**config.mk**
```make
export PLATFORM = sky130hd
export DESIGN_NAME = regwb_trace_unit
export DESIGN_NICKNAME = d
export VERILOG_FILES = /design/src/rtl/trace_pkg.sv /design/src/rtl/trace_ram.sv /design/src/rtl/regwb_trace_unit.sv
export SDC_FILE = /design/constraint.sdc
export NUM_CORES = 1
export LEC_CHECK = 0
export CAP_MARGIN = 20
export CORE_UTILIZATION = 63
export DETAILED_ROUTE_END_ITERATION = 10
export DONT_BUFFER_PORTS = 1
export GPL_TIMING_DRIVEN = 0
export PLACE_DENSITY = 0.78
export SYNTH_ARGS = -nofsm -noshare
export SYNTH_HDL_FRONTEND = slang
export SYNTH_SLANG_ARGS = --single-unit
```
**constraint.sdc**
```tcl
create_clock -name clk -period 5.6 [get_ports clk]
set_input_delay 1.12 -clock clk [delete_from_list [all_inputs] [get_ports clk]]
set_output_delay 1.12 -clock clk [all_outputs]
set_load 0.03 [all_outputs]
```
**src/rtl/trace_pkg.sv**
```systemverilog
// Shared types and constants for the writeback trace unit.
// Latency: n/a (package only).
// Backpressure: n/a; holds the FSM encoding, the IO register map and the trace entry width helper.
package trace_pkg;

  typedef enum logic [1:0] {
    ST_IDLE    = 2'd0,
    ST_ARMED   = 2'd1,
    ST_CAPTURE = 2'd2,
    ST_DONE    = 2'd3
  } trace_state_t;

  // IO offsets from IO_BASE. They are 9 bits wide so that an ID below the
  // base wraps to a large value and falls outside the window.
  localparam logic [8:0] OFS_CTRL    = 9'd0;
  localparam logic [8:0] OFS_TRIG_LO = 9'd1;
  localparam logic [8:0] OFS_TRIG_HI = 9'd2;
  localparam logic [8:0] OFS_COUNT   = 9'd3;
  localparam logic [8:0] OFS_RIDX    = 9'd4;
  localparam logic [8:0] OFS_B0      = 9'd5;
  localparam logic [8:0] OFS_B1      = 9'd6;
  localparam logic [8:0] OFS_B2      = 9'd7;
  localparam logic [8:0] OFS_B3      = 9'd8;
  localparam logic [8:0] OFS_WIN     = 9'd9;

  // CTRL write bit positions
  localparam int CTRL_ARM   = 0;
  localparam int CTRL_WRAP  = 1;
  localparam int CTRL_CLEAR = 2;
  localparam int CTRL_STOP  = 3;

  localparam int ENTRY_BITS = 32;

  // Packed width of the {pc, addr, data} fields inside one entry.
  function automatic int entry_w(input int pc_w, input int raddr_w, input int data_w);
    return pc_w + raddr_w + data_w;
  endfunction

endpackage

```
**src/rtl/trace_ram.sv**
```systemverilog
// Trace entry storage: DEPTH x 32 bits, contents are not reset.
// Latency: write lands at the clock edge; read is combinational on raddr.
// Backpressure: none; one write and one read every cycle.
// Ports: clk, we/waddr/wdata (sync write), raddr/rdata (async read).
module trace_ram
  import trace_pkg::*;
#(
  parameter int DEPTH = 16,
  parameter int AW    = 4
) (
  input  logic                  clk,
  input  logic                  we,
  input  logic [AW-1:0]         waddr,
  input  logic [ENTRY_BITS-1:0] wdata,
  input  logic [AW-1:0]         raddr,
  output logic [ENTRY_BITS-1:0] rdata
);

  logic [ENTRY_BITS-1:0] mem [DEPTH];

  always_ff @(posedge clk) begin
    if (we) mem[waddr] <= wdata;
  end

  assign rdata = mem[raddr];

endmodule

```
**src/rtl/regwb_trace_unit.sv**
```systemverilog
// Register-writeback trace capture with optional PC trigger, read back over the 8-bit IO bus.
// Latency: an event is stored and counted at the edge it is presented; IO reads are combinational.
// Backpressure: none; events arriving in IDLE/DONE, or ARMED without a trigger match, are dropped.
// Ports: clk/reset, wb_* writeback snoop, IO_* port bus, trace_active/trace_done status.
module regwb_trace_unit
  import trace_pkg::*;
#(
  parameter int         DATA_W  = 16,
  parameter int         RADDR_W = 4,
  parameter int         PC_W    = 10,
  parameter int         DEPTH   = 16,
  parameter logic [7:0] IO_BASE = 8'hF0
) (
  input  logic               clk,
  input  logic               reset,
  input  logic               wb_en,
  input  logic               wb_invalid,
  input  logic [RADDR_W-1:0] wb_addr,
  input  logic [DATA_W-1:0]  wb_data,
  input  logic [PC_W-1:0]    wb_pc,
  input  logic [7:0]         IO_port_ID,
  input  logic [7:0]         IO_write_data,
  input  logic               IO_write_strobe,
  input  logic               IO_read_strobe,
  output logic [7:0]         IO_read_data,
  output logic               trace_active,
  output logic               trace_done
);

  localparam int AW = $clog2(DEPTH);
  localparam int CW = $clog2(DEPTH + 1);
  localparam int EW = entry_w(PC_W, RADDR_W, DATA_W);
  localparam logic [31:0] PC_MASK = 32'((64'd1 << PC_W) - 64'd1);

  trace_state_t    state;
  logic [AW-1:0]   wr_ptr;
  logic [AW-1:0]   ridx;
  logic [CW-1:0]   count;
  logic            wrapped;
  logic            full;
  logic            mode_wrap;
  logic [7:0]      trig_lo;
  logic [7:0]      trig_hi;   // bit7 = trigger enable, [6:0] = PC[14:8]

  // IO decode
  logic [8:0] io_ofs;
  logic       ctrl_wr, do_clear, do_arm, do_stop;
  assign io_ofs   = {1'b0, IO_port_ID} - {1'b0, IO_BASE};
  assign ctrl_wr  = IO_write_strobe && (io_ofs == OFS_CTRL);
  assign do_clear = ctrl_wr && IO_write_data[CTRL_CLEAR];
  assign do_arm   = ctrl_wr && IO_write_data[CTRL_ARM] && !do_clear;
  assign do_stop  = ctrl_wr && IO_write_data[CTRL_STOP] && !do_clear && !do_arm;

  // Trigger compare; PC bits above PC_W are masked out of the trigger value.
  logic [31:0] trig_pc;
  logic        trig_match;
  assign trig_pc    = {17'd0, trig_hi[6:0], trig_lo} & PC_MASK;
  assign trig_match = (32'(wb_pc) == trig_pc);

  // An arm/clear in the same cycle discards the event; otherwise it is judged
  // against the pre-edge state.
  logic wb_event, cap_ok;
  assign wb_event = wb_en && !wb_invalid;
  assign cap_ok   = wb_event && !do_clear && !do_arm &&
                    ((state == ST_CAPTURE) || ((state == ST_ARMED) && trig_match));

  logic [EW-1:0]         wb_fields;
  logic [ENTRY_BITS-1:0] wr_entry, rd_entry;
  logic [AW-1:0]         rd_idx;
  assign wb_fields = {wb_pc, wb_addr, wb_data};
  assign wr_entry  = ENTRY_BITS'(wb_fields);
  // Once wrapped, the oldest entry sits at wr_ptr, so RIDX 0 is always oldest.
  assign rd_idx    = (wrapped ? wr_ptr : '0) + ridx;

  trace_ram #(.DEPTH(DEPTH), .AW(AW)) u_ram (
    .clk   (clk),
    .we    (cap_ok),
    .waddr (wr_ptr),
    .wdata (wr_entry),
    .raddr (rd_idx),
    .rdata (rd_entry)
  );

  always_comb begin
    IO_read_data = 8'h00;
    case (io_ofs)
      OFS_CTRL:    IO_read_data = {4'b0, wrapped, full, state};
      OFS_TRIG_LO: IO_read_data = trig_lo;
      OFS_TRIG_HI: IO_read_data = trig_hi;
      OFS_COUNT:   IO_read_data = 8'(count);
      OFS_RIDX:    IO_read_data = 8'(ridx);
      OFS_B0:      IO_read_data = rd_entry[7:0];
      OFS_B1:      IO_read_data = rd_entry[15:8];
      OFS_B2:      IO_read_data = rd_entry[23:16];
      OFS_B3:      IO_read_data = rd_entry[31:24];
      default:     IO_read_data = 8'h00;
    endcase
  end

  always_ff @(posedge clk or posedge reset) begin
    if (reset) begin
      state     <= ST_IDLE;
      wr_ptr    <= '0;
      ridx      <= '0;
      count     <= '0;
      wrapped   <= 1'b0;
      full      <= 1'b0;
      mode_wrap <= 1'b0;
      trig_lo   <= 8'h00;
      trig_hi   <= 8'h00;
    end else begin
      if (IO_write_strobe && (io_ofs == OFS_TRIG_LO)) trig_lo <= IO_write_data;
      if (IO_write_strobe && (io_ofs == OFS_TRIG_HI)) trig_hi <= IO_write_data;

      // Explicit RIDX write wins over the auto-increment from a byte-3 read.
      if (IO_write_strobe && (io_ofs == OFS_RIDX))
        ridx <= IO_write_data[AW-1:0];
      else if (IO_read_strobe && (io_ofs == OFS_B3))
        ridx <= ridx + AW'(1);

      if (do_clear) begin
        state   <= ST_IDLE;
        wr_ptr  <= '0;
        count   <= '0;
        wrapped <= 1'b0;
        full    <= 1'b0;
        ridx    <= '0;
      end else if (do_arm) begin
        mode_wrap <= IO_write_data[CTRL_WRAP];
        wr_ptr    <= '0;
        count     <= '0;
        wrapped   <= 1'b0;
        full      <= 1'b0;
        state     <= trig_hi[7] ? ST_ARMED : ST_CAPTURE;
      end else begin
        if (cap_ok) begin
          // A trigger hit is stored at wr_ptr 0 through the same path as any capture.
          if (state == ST_ARMED) state <= ST_CAPTURE;
          wr_ptr <= wr_ptr + AW'(1);
          if (mode_wrap) begin
            if (count != CW'(DEPTH)) count <= count + CW'(1);
            if (wr_ptr == AW'(DEPTH - 1)) wrapped <= 1'b1;
          end else begin
            count <= count + CW'(1);
            if (count == CW'(DEPTH - 1)) begin
              state <= ST_DONE;
              full  <= 1'b1;
            end
          end
        end
        if (do_stop && (state == ST_CAPTURE)) state <= ST_DONE;
      end
    end
  end

  assign trace_active = (state == ST_ARMED) || (state == ST_CAPTURE);
  assign trace_done   = (state == ST_DONE);

endmodule
```
# Word-level counts from Yosys, hierarchy flattened
# Memory sizes are Yosys's and may differ from the RTL's.
# Cells that the tools add are included.
# word_totals
ff_bits,34
ramBits,480
inputBits,52
out_inout_bits,10
memories,1
# op_classes
addsub,5
eq_ne,17
muxes,33
n_bitwise,1
reduce_logical,33
# mem_list
memory,words,width,rd,rd_ports_with_merged_regs,write_ports,line_no,rtl
u_ram.mem,16,30,1,0,1,trace_ram.sv:19,logic [ENTRY_BITS-1:0] mem [DEPTH];
# ops
operator,count
$pmux 8 s9,1
$eq 9x3->1 const B,4
$mux 4,7
$mux 5,5
$eq 9x2->1 const B,2
$logic_and 1x1->1,17
$mux 2,8
$reduce_bool 3->1,5
$mux 1,12
$eq 10x10->1,1
$eq 9x1->1 const B,1
$eq 9x4->1 const B,1
$logic_not 9->1,1
$sub 8x8->9 const B,1
$add 4x1->4 const B,2
$reduce_and 3->1,2
$add 5x1->5 const B,1
$eq 5x4->1 const B,1
$ne 5x5->1 const B,1
$add 4x4->4,1
$eq 2x2->1 const B,2
$eq 4x4->1 const B,1
$ne 4x1->1 const B,1
$reduce_and 2->1,2
6 further kinds,9

# Logic depth before layout (Yosys ltp)
# Gate-level depths: netlist of run 1.
# depth
word_depth,13
mapped_depth,12
ltp_nobuf,9

# Modules after synthesis
# From an unflattened synthesis of run 1, not the netlist that was laid out.
# unflattened
hier_cells,1079
hier_area_um2,21797.2
# by_module_without_submodules
module,n_inst,cells_per_inst,area_each_um2
trace_ram,1,806,19194.7
regwb_trace_unit,1,273,2602.5

# Worst setup path after synthesis of run 1
# Ideal clock, no wire load.
# synth_timing
path_kind,input port to flip-flop
from,input wb_pc[5]
to,memory u_ram.mem[0][0] (netlist bit) (enable)
t_arrival_ps,4486
required_time_ps,5145
setup_slack_ps,659
cell_stages,7
path_buffers,1
path_cell_list,xor2_1 nor4_1 a31oi_1 nor4b_2 buf_2 nand2_1 nor3_1
# synth_between
elab_chain_len,6
# synth_rtl
element,line_no,rtl
from (decl),regwb_trace_unit.sv:20,"input logic [PC_W-1:0] wb_pc,"
$eq 10x10->1,regwb_trace_unit.sv:58,assign trig_match = (32'(wb_pc) == trig_pc);
$logic_and 1x1->1,regwb_trace_unit.sv:65,((state == ST_CAPTURE) || ((state == ST_ARMED) && trig_match));
$logic_or 1x1->1,regwb_trace_unit.sv:65,
$logic_and 1x1->1,regwb_trace_unit.sv:64,assign cap_ok = wb_event && !do_clear && !do_arm &&
$mux 1,trace_ram.sv:22,if (we) mem[waddr] <= wdata;
$mux 1 (implied by the code),trace_ram.sv:22,
to (decl),trace_ram.sv:19,
# No other way between the ends.

# Final worst setup path of run 1
# layout_timing
from,register wr_ptr[0]
to,output IO_read_data[3]
# layout_between
elab_chain_len,4
# layout_rtl
element,line_no,rtl
from (decl),regwb_trace_unit.sv:36,logic [AW-1:0] wr_ptr;
from (signal assigned),regwb_trace_unit.sv:139,wr_ptr <= wr_ptr + AW'(1);
$mux 4,regwb_trace_unit.sv:73,assign rd_idx = (wrapped ? wr_ptr : '0) + ridx;
$add 4x4->4,regwb_trace_unit.sv:73,
$mem_v2 16x30,--,
$pmux 8 s9,regwb_trace_unit.sv:86,case (io_ofs)
to (decl),regwb_trace_unit.sv:25,"output logic [7:0] IO_read_data,"
# No other way between the ends.

==> flow_summary.json, run 1 <==
{
  "status": "finished clean",
  "critPathKind": "reg2out",
  "rsz0062_at_grt": "no",
  "intPower_uw": 6390,
  "ys_ff_latch": 514,
  "drtPass1Iterations": 7,
  "ant_nets": 0,
  "setup-violations-final": 0,
  "cts.sinks": 514,
  "hp-start": "trig_hi[3]",
  "dp_hpwl_mm": 32.0,
  "critPathMaxFanout": 10,
  "antenna_cells": 0,
  "cp.arrival_ns": 4.33,
  "netlist_area_um2": 20700,
  "clkPwrFrac_pct": 37.0,
  "grt_first_pass_wirelength_mm": 72.1,
  "synth_area_leaders": "edfxtp_1 (69%), mux4_2 (13%), dfrtp_1 (4.1%)",
  "synth_top_area_cell": "edfxtp_1",
  "tritoncts": "built",
  "grt_max_degree": 23,
  "comb_power_share_pct": 10.3,
  "cts_root_buffer": "clkbuf_16",
  "maxCapViolCount": 0,
  "cts.path.max_buffers": 3,
  "grt_overflow": 0,
  "hold_viol_final": 0,
  "drv_slew": 0,
  "critPathLaunchType": "flip-flop",
  "grt_pass1_vias": 11000,
  "htreeDepth": 2,
  "maxSlewHeadroom_pct": 32.8,
  "via_per_inst": 6.74,
  "fmax_mhz": 183,
  "gr-usage-all-layers_pct": 30.5,
  "antenna_found_initial": 0,
  "clock_skew_ns": 0.0155,
  "dieHeight_um": 183,
  "via_count": 10900,
  "port_buffers": 0,
  "path_buf_inv": 3,
  "power.leakage_uw": 0.00760,
  "gp_congestion": 0.953,
  "synth_edf_count": 480,
  "drive_gt1_share_pct": 24.5,
  "reg2reg_slack_ns": 1.71,
  "post_dp_cell_area_um2": 21900,
  "drt_wl_total_mm": 49.8,
  "hold_path_depth": 1,
  "start_util_pct": 63.9,
  "design_area_um2": 23400,
  "ys_seq_area_share_pct": 73.6,
  "crit_chain": "and2_1 > ha_1 > fa_1 > xor2_4 > buf_4 > buf_4 > buf_2 > mux2i_1 > nor3_1 > nor3_2 > o2111ai_2",
  "hold_path.class": "reg2reg",
  "fin_crit_sh_pct": 97.4,
  "placed_cells": 1533,
  "cpMaxStageDelayCell": "fa_1",
  "route.detailed.drc": 0,
  "worstRegToRegCells": 8,
  "yosysWarnings": 0,
  "setup_tns_ns": 0,
  "die_area_um2": 33700,
  "swShare_pct": 23.1,
  "row_count": 66,
  "synthCells": 1063,
  "die_w_um": 183,
  "crit_family": "buffers and inverters",
  "power_density_nw_per_um2": 355,
  "min_to": "trig_hi[3]",
  "synth_top_cell_area_share_pct": 69.5,
  "end_kind": "output port",
  "synth.distinct_cells": 64,
  "wl_per_cell_um": 30.8,
  "slowest_delay_ns": 0.51,
  "clkLatencyLatePin_ns": 0.57,
  "rr_startpoint": "trig_lo[6]",
  "avgSynthCellArea_um2": 19.5,
  "synth_most_common_cell": "edfxtp_1",
  "stdcell_count": 1619,
  "drtIter0Drc": 1556,
  "async_reset_ff_share_pct": 6.61,
  "coreArea_um2": 32500,
  "fin_nets": 1208,
  "r2r_end": "u_ram.mem[2][2]",
  "peakVddDrop_mv": 0.306,
  "synthesis.nets": 1131,
  "ios": 62,
  "clk_pin_slew_ns": 0.06,
  "tightestPinTransition_ns": 1.00,
  "crit_top_cell": "buf_4",
  "cp.required_ns": 4.48,
  "p_seq_share_pct": 52.7,
  "ys.flop_type": "edfxtp_1",
  "finalWorstPathRequiredPeriod_ns": 5.45,
  "p_sw_uw": 1920,
  "synthTopCellsByCount": "edfxtp_1 (480), mux4_2 (119), nand2_1 (81)",
  "numCtsBuffers": 48,
  "syn_to_final_growth_pct": 12.8
}
power groups by stage:
stage          clock network, uW  logic (uW)  registers, uW
4_1_cts                     3090         851           4380
2_1_floorplan                  0         596           4430
6_report                    3070         854           4380
3_3_place_gp                   0         768           4460
5_1_grt                     3240         907           4390
3_5_place_dp                   0         840           4460
state kept, by name, summed over array words and instances (netlist names):
register	count
count	5
full	1
mode_wrap	1
ridx	4
state	2
trig_hi	8
trig_lo	8
u_ram.mem	480
wr_ptr	4
wrapped	1
cells in the final DEF, fill, tap and decap left out, types with 4 or more instances in the layout:
cell type | netlist | layout
nor2_1 | 26 | 14
a31oi_1 | 5 | 5
nor3_1 | 17 | 11
and3_1 | 5 | 5
nand2_1 | 81 | 81
xor2_1 | 10 | 9
nand3_1 | 33 | 33
o21ai_0 | 8 | 8
mux2_2 | 22 | 22
a22oi_1 | 7 | 7
clkbuf_1 | 13 | 34
mux2i_1 | 39 | 39
a22o_1 | 5 | 5
nand4_1 | 10 | 10
o221ai_1 | 4 | 4
clkinv_1 | 0 | 7
buf_6 | 1 | 15
xnor2_1 | 5 | 5
a21oi_1 | 7 | 7
inv_1 | 12 | 12
edfxtp_1 | 480 | 480
ha_1 | 15 | 15
nor3_2 | 0 | 6
dfrtp_1 | 34 | 34
buf_4 | 10 | 13
clkbuf_16 | 0 | 49
buf_12 | 0 | 11
mux4_2 | 119 | 119
nor2_4 | 0 | 12
and2_1 | 8 | 8
buf_2 | 20 | 16
through the flow:
stage | setup slack [ns] | hold WS, ns | total power (uW) | util, %
floorplan | 0.659 | 0.461 | 5030 | -
global placement | -2.54 | 0.484 | 5230 | 65.6
detailed placement | 0.107 | 0.493 | 5300 | 67.3
CTS | 0.0192 | 0.508 | 8320 | 72.0
global route | 0.0271 | 0.521 | 8530 | 72.1
finish | 0.148 | 0.507 | 8310 | 72.1
metal layers:
| metal | part of all wire [%] | vias to the layer above | global-route usage (%) |
|---|---|---|---|
| li1 | - | 4501 | - |
| met1 | 37 | 5630 | 42.4 |
| met2 | 50 | 690 | 50.2 |
| met3 | 9.9 | 99 | 5.29 |
| met4 | 2.7 | 0 | 9.63 |
| met5 | 0 | - | 0 |
how the worst max path moves through the flow:
stage	startpoint	cells past startpoint	slack (ns)	to
global placement	wb_pc[5]	7	-2.54	u_ram.mem[0][8]
floorplan	wb_pc[5]	7	0.66	u_ram.mem[0][0]
global route	wr_ptr[0]	11	0.03	IO_read_data[7]
CTS	wr_ptr[0]	10	0.02	IO_read_data[3]
detailed placement	wr_ptr[0]	12	0.11	IO_read_data[3]
finish	wr_ptr[0]	11	0.15	IO_read_data[3]
worst reg2reg max path, stage by stage, from the launching register on:
cell and delay, ns:
dfrtp_1 0.41, xor2_1 0.17, nor4_1 0.41, a31oi_1 0.17
nor4b_2 0.70, buf_2 0.36, nand2_1 0.25, nor3_2 0.82
buf_6 0.28
cell type report:
cell class	count	area (um2)
Inverter	12	45.0
Tap cell	442	553
Clock inverter	14	130
Buffer	49	279
Timing Repair Buffer	28	444
Clock buffer	73	1330
Multi-Input combinational cell	487	5350
Sequential cell	514	15300
Fill cell	1839	9060
cell families after synthesis:
logic type	synth area share, %
DFF	73.6
and+or+nand+nor	5.00
muxes	16.0
AOI/OAI and AO/OA	2.33
buffers and inverters	1.46
adders and majority gates	1.00
xor gates and xnor gates	0.633
repair_timing:
action | in CTS | in global routing
pin swaps | 2 | 2
hold endpoints to repair | 0 | 0
resized for setup | 14 | 13
hold buffers | 0 | 0
setup buffers | 0 | 0
endpoints found under the setup margin | 7 | 6
gates cloned | 0 | 0
(Power assumes the default switching activity.)
==> inputs of run 2 (changes only) <==
--- a/config.mk
+++ b/config.mk
@@ -6,11 +6,11 @@
 export NUM_CORES = 1
 export LEC_CHECK = 0
 export CAP_MARGIN = 20
-export CORE_UTILIZATION = 63
+export CORE_UTILIZATION = 60
 export DETAILED_ROUTE_END_ITERATION = 10
 export DONT_BUFFER_PORTS = 1
 export GPL_TIMING_DRIVEN = 0
-export PLACE_DENSITY = 0.78
+export PLACE_DENSITY = 0.75
 export SYNTH_ARGS = -nofsm -noshare
 export SYNTH_HDL_FRONTEND = slang
 export SYNTH_SLANG_ARGS = --single-unit
==> run 2 against run 1 <==
  * Clock power rose by 3%
  * Utilization fell by 2.4 points
  * Cell area rose by 0.64%
  * Final cell count rose by 0.74%
  * Wire length rose by 2.2%
  * Worst setup slack got worse by 0.045 ns
  * Global-route usage fell by 0.88 points
  * Non-clock buffer count rose by 2
  * Fmax fell by 0.81%
  * Critical path type unchanged
  * Sequential power barely moved
==> flow_summary.json, run 2 (same netlist as run 1, synthesis figures left out) <==
{
  "drive_gt1_share_pct": 25.5,
  "power_density_nw_per_um2": 358,
  "fin_nets": 1212,
  "dieHeight_um": 188,
  "hp-start": "full",
  "top_register": "u_ram.mem",
  "top_regs": "u_ram.mem: 480 flops, trig_hi: 8 flops, trig_lo: 8 flops",
  "antenna_cells": 0,
  "critPathMaxFanout": 10,
  "clk_pin_slew_ns": 0.07,
  "drtIter0Drc": 1476,
  "syn_to_final_growth_pct": 13.5,
  "cts_hold_buffers": 0,
  "min_to": "full",
  "via_per_inst": 6.78,
  "clkLatencyLatePin_ns": 0.59,
  "coreArea_um2": 33800,
  "maxCapViolCount": 0,
  "ant_nets": 0,
  "design_area_um2": 23500,
  "end_kind": "output port",
  "drtPass1Iterations": 5,
  "status": "finished clean",
  "cts.sinks": 514,
  "peakVddDrop_mv": 0.291,
  "stdcell_count": 1631,
  "die_w_um": 188,
  "finalWorstPathRequiredPeriod_ns": 5.50,
  "clock_skew_ns": 0.0177,
  "hold_path.class": "reg2reg",
  "r2r_end": "u_ram.mem[2][10]",
  "tritoncts": "built",
  "cts_root_buffer": "clkbuf_16",
  "post_cts_buffers": 0,
  "port_buffers": 0,
  "n_fill_cell": 2031,
  "grt_first_pass_wirelength_mm": 74.5,
  "cp.required_ns": 4.48,
  "setup-violations-final": 0,
  "holdWs_ns": 0.500,
  "cts.path.max_buffers": 3,
  "post_dp_cell_area_um2": 21900,
  "gr-usage-all-layers_pct": 29.7,
  "via_count": 11100,
  "numCtsBuffers": 50,
  "p_total_uw": 8420,
  "row_count": 67,
  "rr_startpoint": "trig_lo[5]",
  "wl_per_cell_um": 31.2,
  "route.detailed.drc": 0,
  "largest_register_ffs": 480,
  "power.leakage_uw": 0.00765,
  "hold_path_depth": 1,
  "cp.arrival_ns": 4.38,
  "fin_crit_sh_pct": 98.2,
  "grt_pass1_vias": 11400,
  "dp_hpwl_mm": 32.5,
  "antenna_found_initial": 0,
  "die_area_um2": 35300,
  "gp_congestion": 0.862,
  "fmax_mhz": 182,
  "worstRegToRegCells": 10,
  "cp-startpoint": "wr_ptr[0]",
  "final_cell_mix": "edfxtp_1 (480), mux4_2 (119), nand2_1 (81)",
  "tightestPinTransition_ns": 0.984,
  "htreeDepth": 2,
  "hold_viol_final": 0,
  "ios": 62,
  "layout_commonest_cell": "edfxtp_1",
  "critPathLaunchType": "flip-flop",
  "grt_overflow": 0,
  "critPathKind": "reg2out",
  "grt_max_degree": 21,
  "drt_wl_total_mm": 50.9,
  "reg2reg_slack_ns": 1.45,
  "drv_slew": 0,
  "start_util_pct": 61.4,
  "maxSlewHeadroom_pct": 34.2,
  "placed_cells": 1541,
  "rsz0062_at_grt": "yes"
}
==> run 2: changes by cell type in the layout (fill, tap and decap cells not counted), sizes merged <==
cell | before | now
buf | 60 | 64
clkbuf | 90 | 79
clkinv | 11 | 16
clkinvlp | 0 | 6
inv | 13 | 15
==> run 2: cell type report <==
class | count | area, um2 | share of cell area (%)
Buffer | 49 | 285 | 1.21
Clock buffer | 64 | 1300 | 5.54
Multi-Input combinational cell | 487 | 5360 | 22.8
Sequential cell | 514 | 15300 | 64.8
Timing Repair Buffer | 30 | 504 | 2.14
Inverter | 12 | 45.0 | 0.191
Tap cell | 448 | 561 | 2.38
Clock inverter | 27 | 220 | 0.935
==> run 2: worst max-delay path by stage <==
stage | slack [ns] | to
after floorplan | 0.66 | u_ram.mem[0][0]
after global placement | -2.77 | u_ram.mem[1][10]
after detailed placement | -0.20 | IO_read_data[3]
after CTS | 0.004 | IO_read_data[2]
after global routing | -0.03 | IO_read_data[0]
final | 0.10 | IO_read_data[1]
==> run 2: worst max-delay path: stages (launching register included) <==
cell	delay, ns
dfrtp_1	0.47
and2_1	0.19
ha_1	0.21
fa_1	0.51
buf_4	0.20
buf_4	0.31
buf_6	0.27
buf_4	0.24
mux4_2	0.32
mux2i_1	0.19
nor3_1	0.11
nor3_2	0.44
o2111ai_4	0.30
==> run 2: layer usage <==
metal / routed length, um / GRT usage (%) / part of all wire (%) / vias up
met5: 0 / 0 / 0 / -
met4: 1830 / 11.6 / 3.6 / 0
met3: 4730 / 6.38 / 9.3 / 129
met2: 25400 / 48.7 / 50 / 632
met1: 19000 / 39.2 / 37 / 5787
li1: - / - / - / 4514
==> run 2: repair_timing <==
action                     in CTS  in global routing
pin swaps                       1                  3
gates resized for setup        22                  9
setup endpoints to repair       8                  7
==> run 2: power breakdown <==
group	leakage (uW)	internal, uW	switching (uW)
Sequential	0.00477	4300	77.8
Combinational	0.00216	367	500
Clock	0.000723	1750	1420
==> run 2: per-stage QoR <==
stage / setup TNS (ns) / utilization, % / worst slack (ns)
after floorplan: 0 / - / 0.659
after global placement: -592.70 / 63.1 / -2.77
after detailed placement: -0.301 / 64.9 / -0.197
after CTS: 0 / 69.6 / 0.00360
after global routing: -0.0288 / 69.7 / -0.0288
final: 0 / 69.7 / 0.103
==> inputs of run 3 (changes only) <==
--- a/config.mk
+++ b/config.mk
@@ -6,11 +6,12 @@
 export NUM_CORES = 1
 export LEC_CHECK = 0
 export CAP_MARGIN = 20
-export CORE_UTILIZATION = 60
+export CORE_UTILIZATION = 57
 export DETAILED_ROUTE_END_ITERATION = 10
 export DONT_BUFFER_PORTS = 1
 export GPL_TIMING_DRIVEN = 0
-export PLACE_DENSITY = 0.75
+export PLACE_DENSITY = 0.74
+export RECOVER_POWER = 50
 export SYNTH_ARGS = -nofsm -noshare
 export SYNTH_HDL_FRONTEND = slang
 export SYNTH_SLANG_ARGS = --single-unit
==> constraint.sdc (replaced) <==
create_clock -name clk -period 4.4 [get_ports clk]
set_input_delay 0.88 -clock clk [delete_from_list [all_inputs] [get_ports clk]]
set_output_delay 0.88 -clock clk [all_outputs]
set_load 0.03 [all_outputs]
==> run 3 against run 2 <==
  * Largest power group unchanged
  * Utilization fell by 1.7 points
  * The flow now finishes with violations (design-rule violations, negative setup slack)
  * Sequential power grew 27%
  * Clock power rose by 30%
  * Critical path type unchanged
==> flow_summary.json, run 3 (same netlist as run 1, synthesis figures left out) <==
{
  "status": "finished with violations",
  "failed_checks": "design-rule violations, negative setup slack",
  "crit_family": "compound AO/OA/AOI/OAI gates",
  "setup_tns_ns": -1.51,
  "clkLatencyLatePin_ns": 0.60,
  "ant_nets": 0,
  "fin_ws_ns": -0.311,
  "cpMaxStageDelayCell": "fa_1",
  "grt_use_met3_pct": 5.64,
  "drive_gt1_share_pct": 29.5,
  "rr_startpoint": "trig_lo[5]",
  "dp_hpwl_mm": 32.4,
  "start_util_pct": 58.2,
  "drtPass1Iterations": 8,
  "finalWorstPathRequiredPeriod_ns": 4.71,
  "gp_congestion": 0.875,
  "cts.path.max_buffers": 3,
  "design_area_um2": 24200,
  "end_kind": "output port",
  "clk_pin_slew_ns": 0.06,
  "layout_commonest_cell": "edfxtp_1",
  "critPathKind": "reg2out",
  "power_density_nw_per_um2": 451,
  "fmax_mhz": 212,
  "row_count": 69,
  "cts_root_buffer": "clkbuf_16",
  "gr-usage-met2_pct": 45.6,
  "top_register": "u_ram.mem",
  "drt_wl_total_mm": 51.2,
  "ios": 62,
  "htreeDepth": 2,
  "grt_overflow": 0,
  "cp.depth": 10,
  "route.detailed.drc": 13,
  "peakVddDrop_mv": 0.360,
  "antenna_cells": 0,
  "via_per_inst": 6.61,
  "critPathMaxFanout": 5,
  "reg2reg_slack_ns": 0.62,
  "largest_register_ffs": 480,
  "cp.arrival_ns": 3.83,
  "cts_hold_buffers": 0,
  "maxCapViolCount": 0,
  "die_area_um2": 37200,
  "maxSlewHeadroom_pct": 15.4,
  "gr-max-usage-layer": "met2",
  "worstRegToRegCells": 9,
  "grt_first_pass_wirelength_mm": 73.2,
  "cts.sinks": 514,
  "gr-usage-all-layers_pct": 28.3,
  "numCtsBuffers": 51,
  "tightestPinTransition_ns": 1.26,
  "holdWs_ns": 0.242,
  "fin_nets": 1235,
  "grt_pass1_vias": 11200,
  "tritoncts": "built",
  "dieHeight_um": 193,
  "via_count": 11000,
  "antenna_found_initial": 0,
  "grt.met1_usage_pct": 38.4,
  "crit_chain": "and2_4 > ha_4 > fa_1 > xor2_4 > buf_4 > mux4_2 > a222oi_1 > nand2_1 > a32o_1 > or3_4",
  "syn_to_final_growth_pct": 16.9,
  "path_buf_inv": 1,
  "fin_crit_sh_pct": 107,
  "hold_viol_final": 0,
  "post_dp_cell_area_um2": 21900,
  "p_total_uw": 10900,
  "rsz0062_at_grt": "yes",
  "port_buffers": 0,
  "slowest_delay_ns": 0.47,
  "power.leakage_uw": 0.00789,
  "hold_path.class": "in2async",
  "r2r_end": "u_ram.mem[3][16]",
  "wl_per_cell_um": 30.7,
  "cp.required_ns": 3.52,
  "clock_skew_ns": 0.0160,
  "coreArea_um2": 35700,
  "die_w_um": 193,
  "drv_slew": 0,
  "top_regs": "u_ram.mem: 480 flops, trig_hi: 8 flops, trig_lo: 8 flops",
  "critPathLaunchType": "flip-flop",
  "setup-violations-final": 8,
  "fin_util_pct": 68.0,
  "drtIter0Drc": 1315,
  "final_cell_mix": "edfxtp_1 (480), mux4_2 (119), nand2_1 (80)",
  "grt_max_degree": 24
}
run 3: cell types whose count changed in the layout (fill, tap and decap cells not counted), sizes merged:
| cell | change |
|---|---|
| clkinv | +7 |
| clkinvlp | -6 |
| inv | -2 |
| buf | +19 |
| clkbuf | +7 |
run 3: cell type report:
class,instances,area (um2)
buffer,49,509
clock buffer,68,1390
tap,461,577
inverter,12,45.0
multi-input combinational,487,5580
timing repair buffer,52,697
fill,2196,11400
clock inverter,26,179
sequential,514,15300
run 3: how the worst max path moves through the flow:
| stage | start | to | slack, ns |
|---|---|---|---|
| floorplan | wb_pc[5] | u_ram.mem[1][0] | -0.30 |
| global placement | IO_write_data[0] | u_ram.mem[1][8] | -3.78 |
| detailed placement | wr_ptr[0] | IO_read_data[3] | -0.90 |
| CTS | wr_ptr[0] | IO_read_data[2] | -0.23 |
| global route | wr_ptr[0] | IO_read_data[5] | -0.35 |
| finish | wr_ptr[0] | IO_read_data[5] | -0.31 |
run 3: where the power goes:
part           switching [uW]  internal [uW]  leakage (uW)
Clock                    1800           2330      0.000773
Combinational             657            564       0.00235
Sequential                106           5480       0.00477
run 3: repair_timing:
item	CTS	global route
gates resized for setup	116	24
setup endpoints to repair	8	8
pin swaps	16	12
gates cloned	0	3
hold endpoints to repair	0	0
setup buffers	13	10
run 3: per-layer routing:
layer | share of wire [%] | routed length, um | vias up
met5 | 0 | 0 | -
met4 | 3.5 | 1800 | 0
met3 | 9.2 | 4690 | 110
met2 | 49 | 25200 | 603
met1 | 38 | 19500 | 5755
li1 | - | - | 4572
run 3: through the flow:
stage / instances / setup WS, ns
floorplan: 1063 / -0.300
global placement: 1524 / -3.78
detailed placement: 1551 / -0.904
CTS: 1657 / -0.234
global route: 1669 / -0.347
finish: 1669 / -0.311
==> edit 1: new RTL, flow settings as in run 3 <==
`RADDR_W`: 4 -> 3.
--- a/src/rtl/regwb_trace_unit.sv
+++ b/src/rtl/regwb_trace_unit.sv
@@ -8,3 +8,3 @@
   parameter int         DATA_W  = 16,
-  parameter int         RADDR_W = 4,
+  parameter int         RADDR_W = 3,
   parameter int         PC_W    = 10,
Ports: changed (resized wb_addr); port bits go from 62 to 61. The function was not compared with the original's and may differ.
==> edit 1 against run 3 <==
- the run ends with setup timing left
- clock power is 4% lower
- core utilization is 1.3 points higher
- die area fell by 1.9%
- sequential share of layout area fell by 1.7 points
- area after synthesis is 1.9% lower
- routed wire length rose by 4.8%
- power shrank 1.5%
- worst setup slack improved by 120 ps
- cell count up 2.2%
- sequential cell count is 16 lower
- critical path depth did not move
- final area down 0.47%
- critical path type unchanged
==> edit 1: results (changes against run 3) <==
| Metric | Value |
|---|---|
| HPWL Detailed | `33.47 mm (+3.2%)` |
| Clock buffer count from CTS | `49 (-3.9%)` |
| Metal2 WL | `25.57 mm (+1.6%)` |
| Syn_nets | `1,161 (+2.7%)` |
| Cells after Synth | `1,094 (+2.9%)` |
| Dpl cells | `1,570 (+1.2%)` |
| Maximum fanout along the worst path | `8 (+3)` |
| Worst EP arrival | `3710 ps (-120 ps)` |
| R2r worst-path depth | `8 (-1)` |
| Port buffer count | `0 (unchanged)` |
| Post-synth top cells | `464 x edfxtp_1, 93 x nand2_1, 87 x mux4_2, 65 x mux2i_1` |
| Failing checks | `setup timing` |
| DR WL met3 | `6.561 mm (+40%)` |
| Post-synthesis sequential area ratio | `72.63% (-0.95 points)` |
| Pre-CTS setup slack | `-726.7 ps (+177.0 ps)` |
| Non-filler cells, final | `1,706 (+2.2%)` |
| Final setup skew | `23.18 ps (+7.130 ps)` |
| Worst path max stage delay | `670 ps (+200 ps)` |
| Slew headroom | `10.39% (-5.0 points)` |
| First-pass GRT wire length | `76.53 mm (+4.6%)` |
| CP max-delay cell | `fa_2` |
| Ys async rst share | `6.827% (+0.21 points)` |
| Vias per cell | `6.739 (+1.9%)` |
| Vias in the first global route | `11,450 (+2.2%)` |
| H-tree depth | `2 (unchanged)` |
| DRT Wirelength | `53.60 mm (+4.8%)` |
| Number of synthesized flops with an enable pin | `464 (-3.3%)` |
| Critical R2R Launch | `trig_lo[1]$_DFFE_PP0P_` |
| Count of final setup violators | `8 (unchanged)` |
| Setup_tns | `-1054 ps (+460.4 ps)` |
| Synth warn | `0 (unchanged)` |
| Layout Nets | `1,277 (+3.4%)` |
| All-Layer GR Usage | `30.14% (+1.8 points)` |
| Met1 WL | `19.23 mm (-1.4%)` |
| Synth cell types | `69 (+7.8%)` |
| Final WS setup | `-192.8 ps (+118.5 ps)` |
| Area after DPL | `21,550 um2 (-1.6%)` |
| Static Leak | `7.942 nW (+0.71%)` |
| First-pass DRT Iterations | `6 (-2)` |
| Layout cells sized above 1 | `30.24% (+0.77 points)` |
| Largest regs | `u_ram.mem (464), trig_hi (8), trig_lo (8)` |
| Worst VDD drop | `0.3846 mV (+6.9%)` |
| 1st-iter DRT viols | `1,671 (+27%)` |
| Delay-heaviest family, CP | `multiplexers` |
| Worst-path clk slew | `60 ps (about the same)` |
| Worst skew pair latency | `580 ps (-20 ps)` |
| Top cells by area, synth | `edfxtp_1 68%, mux4_2 9.6%, dfrtp_1 4.2%, mux2i_1 3.2%, nand2_1 1.7%` |
| CP Class | `flop to output port` |
| Worst min path class | `input port to asynchronous set/reset pin` |
| CTS Buffer Depth | `3 (unchanged)` |
| Fillers | `2,102 (-4.3%)` |
| Largest net degree at the start of global routing | `24 (unchanged)` |
| Initial antenna violation count | `0 (unchanged)` |
| CTS root buf | `clkbuf_16` |
| CP startpoint | `wr_ptr[0]$_DFFE_PP0P_` |
| Top routing layer used | `met4` |
| Status | `finished with violations` |
| Gpl congestion | `0.8596 (-1.8%)` |
==> edit 1: cells by family after synthesis <==
| group | count (synthesis) | synth area share [%] |
|---|---|---|
| flip-flops | 498 | 72.63 |
| AND/OR/NAND/NOR | 216 | 5.102 |
| multiplexers | 183 | 14.91 |
| AO/OA/AOI/OAI | 102 | 3.608 |
| buffers and inverters | 62 | 1.801 |
| XOR/XNOR | 17 | 0.9343 |
| adder cells (fa/ha/maj) | 16 | 1.020 |
==> edit 1: layout make-up <==
type,instances,area share (%)
inverters,10,0.1556
multi-input cells,534,23.91
flip-flops and latches,498,61.28
plain buffers,51,2.131
repair buffers,66,3.925
clock buffers,65,5.330
well taps,455,2.359
clock inverters,26,0.9022
diodes,1,0.01037
==> edit 1: final timing paths <==
check | to | slack [ps]
min in group clk | u_ram.mem[3][16]$_DFFE_PP_ | 400
max | IO_read_data[0] | -190
min reg2reg | trig_hi[3]$_DFFE_PP0P_ | 510
max in group asynchronous | wr_ptr[2]$_DFFE_PP0P_ | 2480
max reg2reg | u_ram.mem[12][11]$_DFFE_PP_ | 1050
min | trig_hi[7]$_DFFE_PP0P_ | 200
==> edit 1: timing repair <==
item                       in CTS  in global routing
resized for setup             113                 43
setup endpoints to repair       8                  8
buffers inserted               33                 11
gates cloned                    1                  1
pin swaps                      13                 19
==> edit 1: metal layers <==
| metal | GRT usage (%) | vias to the layer above |
|---|---|---|
| li1 | - | 4665 |
| met3 | 8.023 | 164 |
| met4 | 11.75 | 0 |
| met2 | 47.69 | 827 |
| met5 | 0 | - |
| met1 | 40.21 | 5840 |
==> edit 1: stage by stage <==
step | hold WS [ps] | utilization [%]
after CTS | 252.7 | 68.53
after detailed placement | 491.3 | 61.94
final | 203.6 | 69.34
after floorplan | 468.4 | -
after global routing | 215.1 | 69.34
after global placement | 485.1 | 60.19
==> edit 1: power breakdown <==
part           leakage, nW  internal (mW)  switching (mW)
Sequential            4.62           5.32           0.107
Combinational         2.60          0.608           0.769
Clock                0.727           2.24            1.73
Total                 7.94           8.16            2.61
==> edit 2: new RTL, settings of run 3 <==
Made on the original files. Register the input `wb_data` before use, with the module's reset. The logic sees it one clock later. The other inputs are not delayed to match.
--- a/src/rtl/regwb_trace_unit.sv
+++ b/src/rtl/regwb_trace_unit.sv
@@ -33,2 +33,12 @@
   localparam logic [31:0] PC_MASK = 32'((64'd1 << PC_W) - 64'd1);
+
+  logic [DATA_W-1:0] wb_data_q;
+
+  always_ff @(posedge clk or posedge reset) begin
+    if (reset) begin
+      wb_data_q <= '0;
+    end else begin
+      wb_data_q <= wb_data;
+    end
+  end
 
@@ -69,3 +79,3 @@
   logic [AW-1:0]         rd_idx;
-  assign wb_fields = {wb_pc, wb_addr, wb_data};
+  assign wb_fields = {wb_pc, wb_addr, wb_data_q};
   assign wr_entry  = ENTRY_BITS'(wb_fields);
Function: changed (Yosys sat finds a counterexample within 4 cycles, from zero or initial values and one cycle with reset high).
==> edit 2 against run 3 <==
- register-to-register slack got worse by 140 ps
- die area rose by 2.1%
- sequential cell count rose by 16
- count of clock-buffer cells in the layout is 5 higher
- power grew 7.8%
- critical endpoint is now IO_read_data[1]
- area after synthesis is 2.1% higher
- routed wire length grew 4.9%
- via count up 4.4%
- final area grew 2.2%
- core utilization fell by 0.29 points
- first-iteration DRC count increased by 12%
- worst setup slack better by 55 ps
- clock power is 4% higher
- the run ends with capacitance limit, slew limit, setup timing left
==> edit 2: results (changes against run 3) <==
| Metric | Value |
|---|---|
| Maximum fanout along the worst path | `10 (+5)` |
| Met1 usage | `38.10% (-0.27 points)` |
| Worst VDD drop | `0.3111 mV (-14%)` |
| Count of final setup violators | `8 (unchanged)` |
| Largest net degree at the start of global routing | `37 (+54%)` |
| DRT Wirelength | `53.67 mm (+4.9%)` |
| Worst EP arrival | `3780 ps (-50 ps)` |
| Static Leak | `8.187 nW (+3.8%)` |
| Initial antenna violation count | `1 (+1)` |
| Max Slew Vio Count | `37 (+37)` |
| Largest regs | `u_ram.mem (480), wb_data_q (16)` |
| Max-cap violations | `1 (+1)` |
| Failing checks | `capacitance limit, slew limit, setup timing` |
| Status | `finished with violations` |
| Final WS setup | `-256.1 ps (+55.21 ps)` |
| First-pass DRT Iterations | `5 (-3)` |
| Delay-heaviest family, CP | `adder cells` |
| Mapped Avg Cell Area | `18.96 um2 (-2.8%)` |
| Setup_tns | `-1442 ps (+71.75 ps)` |
| Fillers | `2,275 (+3.6%)` |
| Routing usage on met3 | `6.854% (+1.2 points)` |
| Dpl cells | `1,613 (+4.0%)` |
| Final setup skew | `10.58 ps (-5.470 ps)` |
| Layout Nets | `1,290 (+4.5%)` |
| Top cells by area, synth | `edfxtp_1 68%, mux4_2 11%, dfrtp_1 5.9%, mux2i_1 2.3%, mux2_2 1.8%` |
| WL per Instance | `30.97 um (+1.0%)` |
| Gpl congestion | `0.8368 (-4.4%)` |
| Pre-CTS setup slack | `-780.3 ps (+123.4 ps)` |
-- edit 2: changes by cell type after synthesis, sizes merged, moves of 5 or more --
cell	before	now
dfrtp	34	50
mux4	119	106
o22ai	3	16
mux2	22	34
nand2	81	93
mux2i	39	48
a21oi	7	15
nor3	17	9
nand3	33	39
nor2	26	32
a211oi	2	7
a22o	5	0
nor2b	4	9
-- edit 2: final timing paths --
kind / from / slack, ps / cells after the start / endpoint
min reg2reg: trig_hi[2]$_DFFE_PP0P_ / 510 / 1 / trig_hi[2]$_DFFE_PP0P_
min in group clk: wb_data[15] / 330 / 0 / wb_data_q[15]$_DFF_PP0_
max: wr_ptr[0]$_DFFE_PP0P_ / -260 / 11 / IO_read_data[1]
max in group asynchronous: reset / 1390 / 2 / wr_ptr[0]$_DFFE_PP0P_
min: reset / 320 / 1 / wb_data_q[15]$_DFF_PP0_
max reg2reg: trig_lo[4]$_DFFE_PP0P_ / 480 / 10 / u_ram.mem[2][24]$_DFFE_PP_
-- edit 2: cell families after synthesis --
group / count (synthesis) / synth area share [%]
buffers and inverters: 68 / 1.577
AO/OA/AOI/OAI: 80 / 2.605
flip-flops: 530 / 73.95
adder cells (fa/ha/maj): 16 / 0.9805
AND/OR/NAND/NOR: 219 / 4.861
XOR/XNOR: 16 / 0.6616
multiplexers: 188 / 15.36
-- edit 2: layout make-up --
class                      instances  area [um2]  area share [%]
buffer                            54       639.4           2.579
antenna                            1       2.502         0.01010
clock buffer                      73        1473           5.941
multi-input combinational        519        5514           22.25
timing repair buffer              52       679.4           2.741
clock inverter                    23       177.7          0.7168
tap                              468       585.6           2.362
inverter                          13       48.80          0.1969
sequential                       530       15670           63.21
-- edit 2: metrics by stage --
step | area [um2] | util (%)
floorplan | 21190 | -
global placement | 21770 | 59.47
detailed placement | 22370 | 61.10
CTS | 24660 | 67.35
global route | 24790 | 67.70
finish | 24790 | 67.71
-- edit 2: power by group --
group / leakage (nW) / switching, mW / internal [mW]
sequential: 4.95 / 0.158 / 5.76
combinational: 2.44 / 0.873 / 0.713
clock: 0.799 / 1.84 / 2.45
-- edit 2: timing repair --
action | in CTS | in global routing
buffers inserted | 18 | 8
pin swaps | 13 | 16
gates resized for setup | 131 | 23
setup endpoints to repair | 8 | 8
-- edit 2: per-layer routing --
layer / part of all wire, % / wire length, um / vias up
met5: 0 / 0 / -
met1: 38 / 20260 / 5940
met2: 49 / 26360 / 737
li1: - / - / 4716
met4: 3.6 / 1943 / 0
met3: 9.5 / 5112 / 136
-- edit 2: worst register-to-register path: cells and delay by family (launching register included) --
| kind | cells | cell delay, ps |
|---|---|---|
| compound gates | 1 | 170 |
| buf+inv | 4 | 980 |
| simple gates | 4 | 1890 |
| flops | 1 | 410 |
| xor+xnor | 1 | 170 |
